**config.mk**
```make
export PLATFORM = sky130hd
export DESIGN_NAME = mantissa_mult_seq
export DESIGN_NICKNAME = d
export VERILOG_FILES = /design/src/rtl/mantissa_mult_seq.sv
export SDC_FILE = /design/constraint.sdc
export NUM_CORES = 1
export LEC_CHECK = 0
export CORE_MARGIN = 1.5
export CORE_UTILIZATION = 58
export CTS_CLUSTER_DIAMETER = 30
export DETAILED_ROUTE_END_ITERATION = 10
export PLACE_DENSITY = 0.85
export SYNTH_ARGS = -nofsm -noshare
export SYNTH_HDL_FRONTEND = slang
export SYNTH_SLANG_ARGS = --single-unit
export TNS_END_PERCENT = 1
```
**constraint.sdc**
```tcl
create_clock -name clk -period 10.1 [get_ports clk]
set_input_delay 1.515 -clock clk [delete_from_list [all_inputs] [get_ports clk]]
set_output_delay 1.515 -clock clk [all_outputs]
set_load 0.01 [all_outputs]
```
**src/rtl/mantissa_mult_seq.sv**
```systemverilog
// Sequential shift-and-add multiplier for 24-bit IEEE-754 significands.
// Produces the exact 48-bit unsigned product with a start/busy/done handshake.
module mantissa_mult_seq #(
  parameter int MW = 24
) (
  input  logic            clk,
  input  logic            rst_n,
  input  logic            i_start,
  input  logic [MW-1:0]   i_mant_a,
  input  logic [MW-1:0]   i_mant_b,
  output logic            o_busy,
  output logic            o_done,
  output logic [2*MW-1:0] o_product
);

  localparam int PW = 2 * MW;
  localparam int CW = $clog2(MW);

  typedef enum logic [1:0] {
    IDLE = 2'd0,
    CALC = 2'd1,
    DONE = 2'd2
  } state_t;

  state_t          r_state;
  logic [1:0]      r_rst_sync;
  logic            w_rst_n;
  logic [MW-1:0]   r_a;
  logic [PW-1:0]   r_p;
  logic [CW-1:0]   r_count;
  logic            r_busy;
  logic            r_done;
  logic [PW-1:0]   r_product;
  logic [MW:0]     w_sum;
  logic [PW-1:0]   w_p_next;
  logic            w_zero_op;

  // Assert asynchronously, release two edges after rst_n rises.
  always_ff @(posedge clk or negedge rst_n) begin
    if (!rst_n) begin
      r_rst_sync <= 2'b00;
    end else begin
      r_rst_sync <= {r_rst_sync[0], 1'b1};
    end
  end

  assign w_rst_n = r_rst_sync[1];

  // The carry out of the upper half lands in P[PW-1] as the register shifts right.
  assign w_sum     = {1'b0, r_p[PW-1:MW]} + (r_p[0] ? {1'b0, r_a} : {(MW+1){1'b0}});
  assign w_p_next  = {w_sum, r_p[MW-1:1]};
  assign w_zero_op = (i_mant_a == '0) || (i_mant_b == '0);

  always_ff @(posedge clk or negedge w_rst_n) begin
    if (!w_rst_n) begin
      r_state   <= IDLE;
      r_a       <= '0;
      r_p       <= '0;
      r_count   <= '0;
      r_busy    <= 1'b0;
      r_done    <= 1'b0;
      r_product <= '0;
    end else begin
      r_done <= 1'b0;
      case (r_state)
        IDLE, DONE: begin
          if (i_start) begin
            r_a     <= i_mant_a;
            r_count <= '0;
            if (w_zero_op) begin
              r_p       <= '0;
              r_product <= '0;
              r_done    <= 1'b1;
              r_busy    <= 1'b0;
              r_state   <= DONE;
            end else begin
              r_p     <= {{MW{1'b0}}, i_mant_b};
              r_busy  <= 1'b1;
              r_state <= CALC;
            end
          end else begin
            r_busy  <= 1'b0;
            r_state <= IDLE;
          end
        end
        CALC: begin
          r_p     <= w_p_next;
          r_count <= r_count + 1'b1;
          if (r_count == CW'(MW - 1)) begin
            r_product <= w_p_next;
            r_done    <= 1'b1;
            r_busy    <= 1'b0;
            r_state   <= DONE;
          end
        end
        default: begin
          r_busy  <= 1'b0;
          r_state <= IDLE;
        end
      endcase
    end
  end

  assign o_busy    = r_busy;
  assign o_done    = r_done;
  assign o_product = r_product;

endmodule

```
## After elaboration in Yosys (flattened, before gate mapping)

Cells that the tools add are included.

| word-level totals | value |
|---|---|
| flip-flop bits (word level) | 131 |
| word-level logic and storage cells | 47 |
| input bits | 51 |

| operators by class | value |
|---|---|
| muxes and demuxes | 22 |
| eq/ne operators | 6 |
| reductions and logical operators | 9 |
| add/sub/neg operators | 2 |

Operators by type and width:

| kind | count |
|---|---|
| 48-bit 2-to-1 mux | 4 |
| 48-bit case mux with 2 select lines | 2 |
| 24-bit zero test | 2 |
| 24-bit 2-to-1 mux | 2 |
| 24-bit by 24-bit adder with 25-bit output | 1 |
| 5-bit case mux with 2 select lines | 1 |
| 1-bit 2-to-1 mux | 6 |
| 2-bit 2-to-1 mux | 3 |
| 2-bit inequality test, second input constant | 3 |
| 5-bit by 1-bit adder with 5-bit output, second input constant | 1 |
| 5-bit equality test, second input constant | 1 |
| 5-bit 2-to-1 mux | 1 |
| 1-bit case mux with 2 select lines | 2 |
| 2-bit case mux with 2 select lines | 1 |
| 2-bit AND reduction | 2 |
| 4-bit AND reduction | 1 |
| 2-bit by 1-bit equality test with 1-bit output, second input constant | 1 |
| 2-bit equality test, second input constant | 1 |
| 2-bit zero test | 1 |
| 2-bit nonzero test | 1 |
| 2-bit OR reduction | 1 |
| 1-bit logical OR | 1 |

## Depth between registers and ports, before layout

| logic depth | value |
|---|---|
| word-level depth | 5 |
| gate-level depth with buffers | 11 |

## Least setup slack after synthesis

Ideal clock, no wire load.

| timing | value |
|---|---|
| kind | input to register |
| from | input port i_mant_b[18] |
| to | register r_p[14] |
| stages | 9 |
| path buffers | 2 |
| slack | 7.174 ns |
| library setup time | 0.127 ns |
| data arrival time | 2.799 ns |
| path through | nor4_1 nand4_1 nor2_1 a31oi_1 and2_1 clkbuf_1 clkbuf_1 a222oi_1 inv_1 |

| on the way | value |
|---|---|
| cells in the longest elaborated chain, start to end | 5 |

Ends and longest elaborated chain:

| what | line | source |
|---|---|---|
| start, declared | 10 | `input logic [MW-1:0] i_mant_b,` |
| 24-bit zero test | 52 | `assign w_zero_op = (i_mant_a == '0) \|\| (i_mant_b == '0);` |
| 1-bit logical OR | 52 |  |
| 24-bit 2-to-1 mux | 70 | `if (w_zero_op) begin` |
| 48-bit 2-to-1 mux | 67 | `if (i_start) begin` |
| 48-bit case mux with 2 select lines | 65 | `case (r_state)` |
| end signal, assigned | 77 | `r_p <= {{MW{1'b0}}, i_mant_b};` |
| end signal, assigned | 87 | `r_p <= w_p_next;` |
| end, declared | 29 | `logic [PW-1:0] r_p;` |

No other way between the ends. The select of a mux whose other input is x is not followed.
A chain may end at the register's enable or synchronous reset.

## Worst setup path in the final report

| timing | value |
|---|---|
| from | input port i_start |
| to | register r_product[25] (netlist: o_product[25]) |

| on the way | value |
|---|---|
| cells in the longest elaborated chain, start to end | 2 |

Ends and longest elaborated chain:

| what | line | source |
|---|---|---|
| start, declared | 8 | `input logic i_start,` |
| 2-bit inequality test (no line) | -- |  |
| 4-bit AND reduction (no line) | -- |  |
| end signal, assigned | 90 | `r_product <= w_p_next;` |
| end, declared | 33 | `logic [PW-1:0] r_product;` |

No other way between the ends.

==> summary by stage <==
Die
The number of top-level pins is slightly above 100. The height of the die is around 110 um. The number of core rows is 38. Measured along the x axis, the die boundary spans 109.1 um.

The initial core utilization is 0.5996. The core region area is between 10000 and 15000 um^2. The floorplan die area is between 10000 and 15000 um^2.

Timing
In the final timing run, aggregate negative setup slack is 0 ns. The highest achievable clock rate is ~260 MHz. The number of setup violations in the final report is 0. Once routing completed, OpenROAD measured the worst setup slack at about 6.2 ns. Clock skew on the completed layout was measured at between 0.01 and 0.015 ns. Setup repair after global routing left no endpoint under its margin. At the pin with the least slew margin, the transition time is approximately 1.3 ns. The worst path in the final design needs a cycle of just under 4 ns, including I/O delays and setup. The max-slew headroom at the worst pin is 0.1509. In the finished design, the share of the clock period the worst path needs comes to 0.3822. The count of pins over their slew limit is 0. The final number of hold-violating endpoints came to 0.

Outcome
The flow ran to the end, and the final reports show no timing, DRC or antenna violations.

Global route
In the global route stage, overall resource usage came out at 0.3156. The number of global-route vias before repair came to around 5700. The first global-routing pass estimated approximately 28000 um of wire.

The maximum number of pins on one net before global-route repair is 74. The initial antenna violation count came to 0. Global routing finished with a remaining overflow of 0.

Placement
The instance area at placement is ~7600 um^2. Buffers placed on the I/O ports in this run total 100. Before CTS, the worst setup slack after placement is 5.724 ns. Summed over all nets, the half-perimeter wirelength after detailed placement is about 11000 um. The congestion estimate from routability-driven global placement came to between 0.9 and 1. Counting tap cells, the placed design contains a total of a little over 900 instances.

Clocking
The number of gates resized after CTS was 0. The root buffer cell is clkbuf_8. The cts-stage hold buffer count is 0. TritonCTS built the clock tree. The clock network latency to the later pin of the worst-skew pair is approximately 0.53 ns.

The clock transition at the registers of the reported paths is roughly 0.060 ns. The maximum clock path buffer count is 2. The H-tree level count is 4. CTS saw 131 sinks. In this run the post-CTS setup repair buffer count came out at 0. Buffers inserted during clock tree synthesis total 17.

Final layout
The library cell used most frequently in the layout, excluding fill and tap cells, is nand2_1. Once layout is done, the placed cells without fillers occupy between 8000 and 9000 um^2. The number of cells in the finished layout apart from fillers is between 900 and 1000. Compared with the post-synthesis result, the final layout area differs by 25.83%. The repair_antennas step left the layout with diodes totalling 0. Across the whole layout, storage elements account for around 3300 um^2. At the end of the flow, the number of nets in the layout was ~870. The filler cells instantiated in the layout total approximately 770. The area used by multi-input combinational logic is roughly 3000 um^2.

In the layout the commonest cells are 195 x nand2_1, 130 x dfrtp_1, 100 x clkdlybuf4s50_1. The share of final-layout standard cells stronger than drive strength 1 is 0.06492.

Critical path
The reg2reg setup slack is ~6.6 ns. The largest stage delay on the critical path is ~0.73 ns. The critical register-to-register path startpoint is r_p[0]$_DFFE_PN0P_. The critical path goes through clkdlybuf4s50_1 > nand2b_1 > o21a_2 > buf_4 > mux2_2. The highest net fanout along the worst path is between 50 and 60. At the worst endpoint, the required time is about 11 ns.

For this design, the slowest cell found on the critical path is nand2b_1. Data arrives at the worst endpoint at roughly 4.3 ns. The count of cells along the worst register-to-register path is 11. The sort of element at the end of the critical path is a flop.

The critical path in this run is classified as primary input to flop. The endpoint of the most critical register-to-register path is r_p[47]$_DFFE_PN0P_. STA classifies the critical path startpoint as a primary input.

Min path
The worst hold path begins at r_rst_sync[0]$_DFF_PN0_. In this run the worst hold path is classified as flop to flop. The cell depth of the worst min-delay path is 0.

The hold-critical path endpoint is r_rst_sync[1]$_DFF_PN0_.

Logic synthesis
The synthesized netlist contains 51 unique library cells. The net count after synthesis is ~780. The share of synthesized area in the top cell type comes to 0.5021. The leading register cell type out of synthesis is dfrtp_1. The post-synthesis cell area is between 6000 and 7000 um^2. The Yosys step of the flow raised 0 warnings. A synthesized cell averages between 9 and 10 um^2. Synthesis handed over a netlist of ~700 instances.

By area the synthesized netlist is led by dfrtp_1 50%, nand2_1 11%, ha_1 4.8%, o21ai_0 4.1%, a222oi_1 3.7%. The register bit count reported by yosys is about 130. For this run, the register share of the synthesized area comes to 0.5021.

Counting flops with a built-in enable in the synthesized netlist gives 0. The fraction of synthesis flops using an asynchronous set or reset pin is 1.000. The most area-hungry cell type in the Yosys netlist is dfrtp_1.

Route
The first-pass detailed-route iteration total is 7. The post-route antenna net violation count is 0. The routed via count is roughly 5700. The count of routing violations after the opening detailed-route iteration is 600. The number of vias per cell is ~6.0.

In the routed design, unresolved DRC markers number 0. The routed design has 17300 um of wire. The wire length per cell is 18.38 um.

Power
The power per unit of standard cell area is roughly 350 nW/um^2. The total power is approximately 0.0029 W. The worst supply voltage drop on vdd is approximately 0.20 mV. Summed over all cells, the static leakage comes to about 4 nW.

Run
The count of max-cap constraint violations is 0.
power by group:
group / leakage [nW] / switching (W) / internal, W
clock network: 0.291 / 0.000219 / 0.000402
registers: 1.56 / 0.000186 / 0.000777
logic: 2.06 / 0.000733 / 0.000572
per-stage QoR:
step | util | hold WS (ns)
3_3_place_gp | 0.6990 | 0.3378
5_1_grt | 0.7545 | 0.3802
4_1_cts | 0.7545 | 0.3713
3_5_place_dp | 0.6990 | 0.3477
2_1_floorplan | - | 0.3312
6_report | 0.7545 | 0.3691
flip-flops by register name, indices dropped and copies added (netlist names):
register and flops:
o_product 48, r_a 24, r_p 48, r_count 5, o_done 1, o_busy 1, r_rst_sync 2, r_state 2
routing by layer:
metal,wire length [um],vias to the layer above,GRT usage
li1,-,2615,-
met1,7409,2768,0.4212
met2,8218,249,0.4929
met3,1332,32,0.07711
met4,339,0,0.1335
met5,0,-,0
worst max-delay path, delay by kind of cell:
kind	cells	cell delay (ns)
buffers and inverters	2	0.95
and+or+nand+nor	1	0.73
AOI/OAI and AO/OA	1	0.64
muxes	1	0.40
cell type report:
| class | instances | area share |
|---|---|---|
| clock buffers | 24 | 0.05848 |
| clock inverters | 8 | 0.01508 |
| inverters | 33 | 0.01508 |
| multi-input cells | 501 | 0.3651 |
| flip-flops and latches | 131 | 0.3995 |
| well taps | 140 | 0.02132 |
| repair buffers | 104 | 0.1255 |
synthesized netlist by cell type (all sizes together) (2+ instances only):
master  instances
xnor2          12
o211ai          4
xor2            9
nand2         195
nand3           7
clkbuf         27
a21oi          26
ha             25
o21bai          3
dfrtp         131
buf            10
o31a            2
mux2            2
o31ai           3
nor2b           5
nand4           7
nor2           18
nor3            2
o21ai          59
o21a            5
and2           25
a31o            2
mux2i           2
or2             2
nand2b          4
a211oi          5
a222oi         24
nor4           14
a31oi           4
a21o            6
a22o           17
inv            33
how the worst max path moves through the flow:
stage / end / from / cells past startpoint
global placement: o_product[25]$_DFFE_PN0P_ / i_start / 5
floorplan: o_busy$_DFFE_PN0N_ / r_rst_sync[1]$_DFF_PN0_ / 0
detailed placement: o_product[25]$_DFFE_PN0P_ / i_start / 5
global route: o_product[25]$_DFFE_PN0P_ / i_start / 5
CTS: o_product[25]$_DFFE_PN0P_ / i_start / 5
finish: o_product[25]$_DFFE_PN0P_ / i_start / 5
logic make-up after synthesis:
kind of cell	after synthesis	share of synthesized area
simple gates	285	0.1920
compound gates	164	0.1786
flops	131	0.5021
buf+inv	70	0.04101
fa+ha+maj	26	0.05098
xor+xnor	21	0.02817
mux	4	0.006516
other cells	1	0.0005744
(Power assumes the default switching activity.)
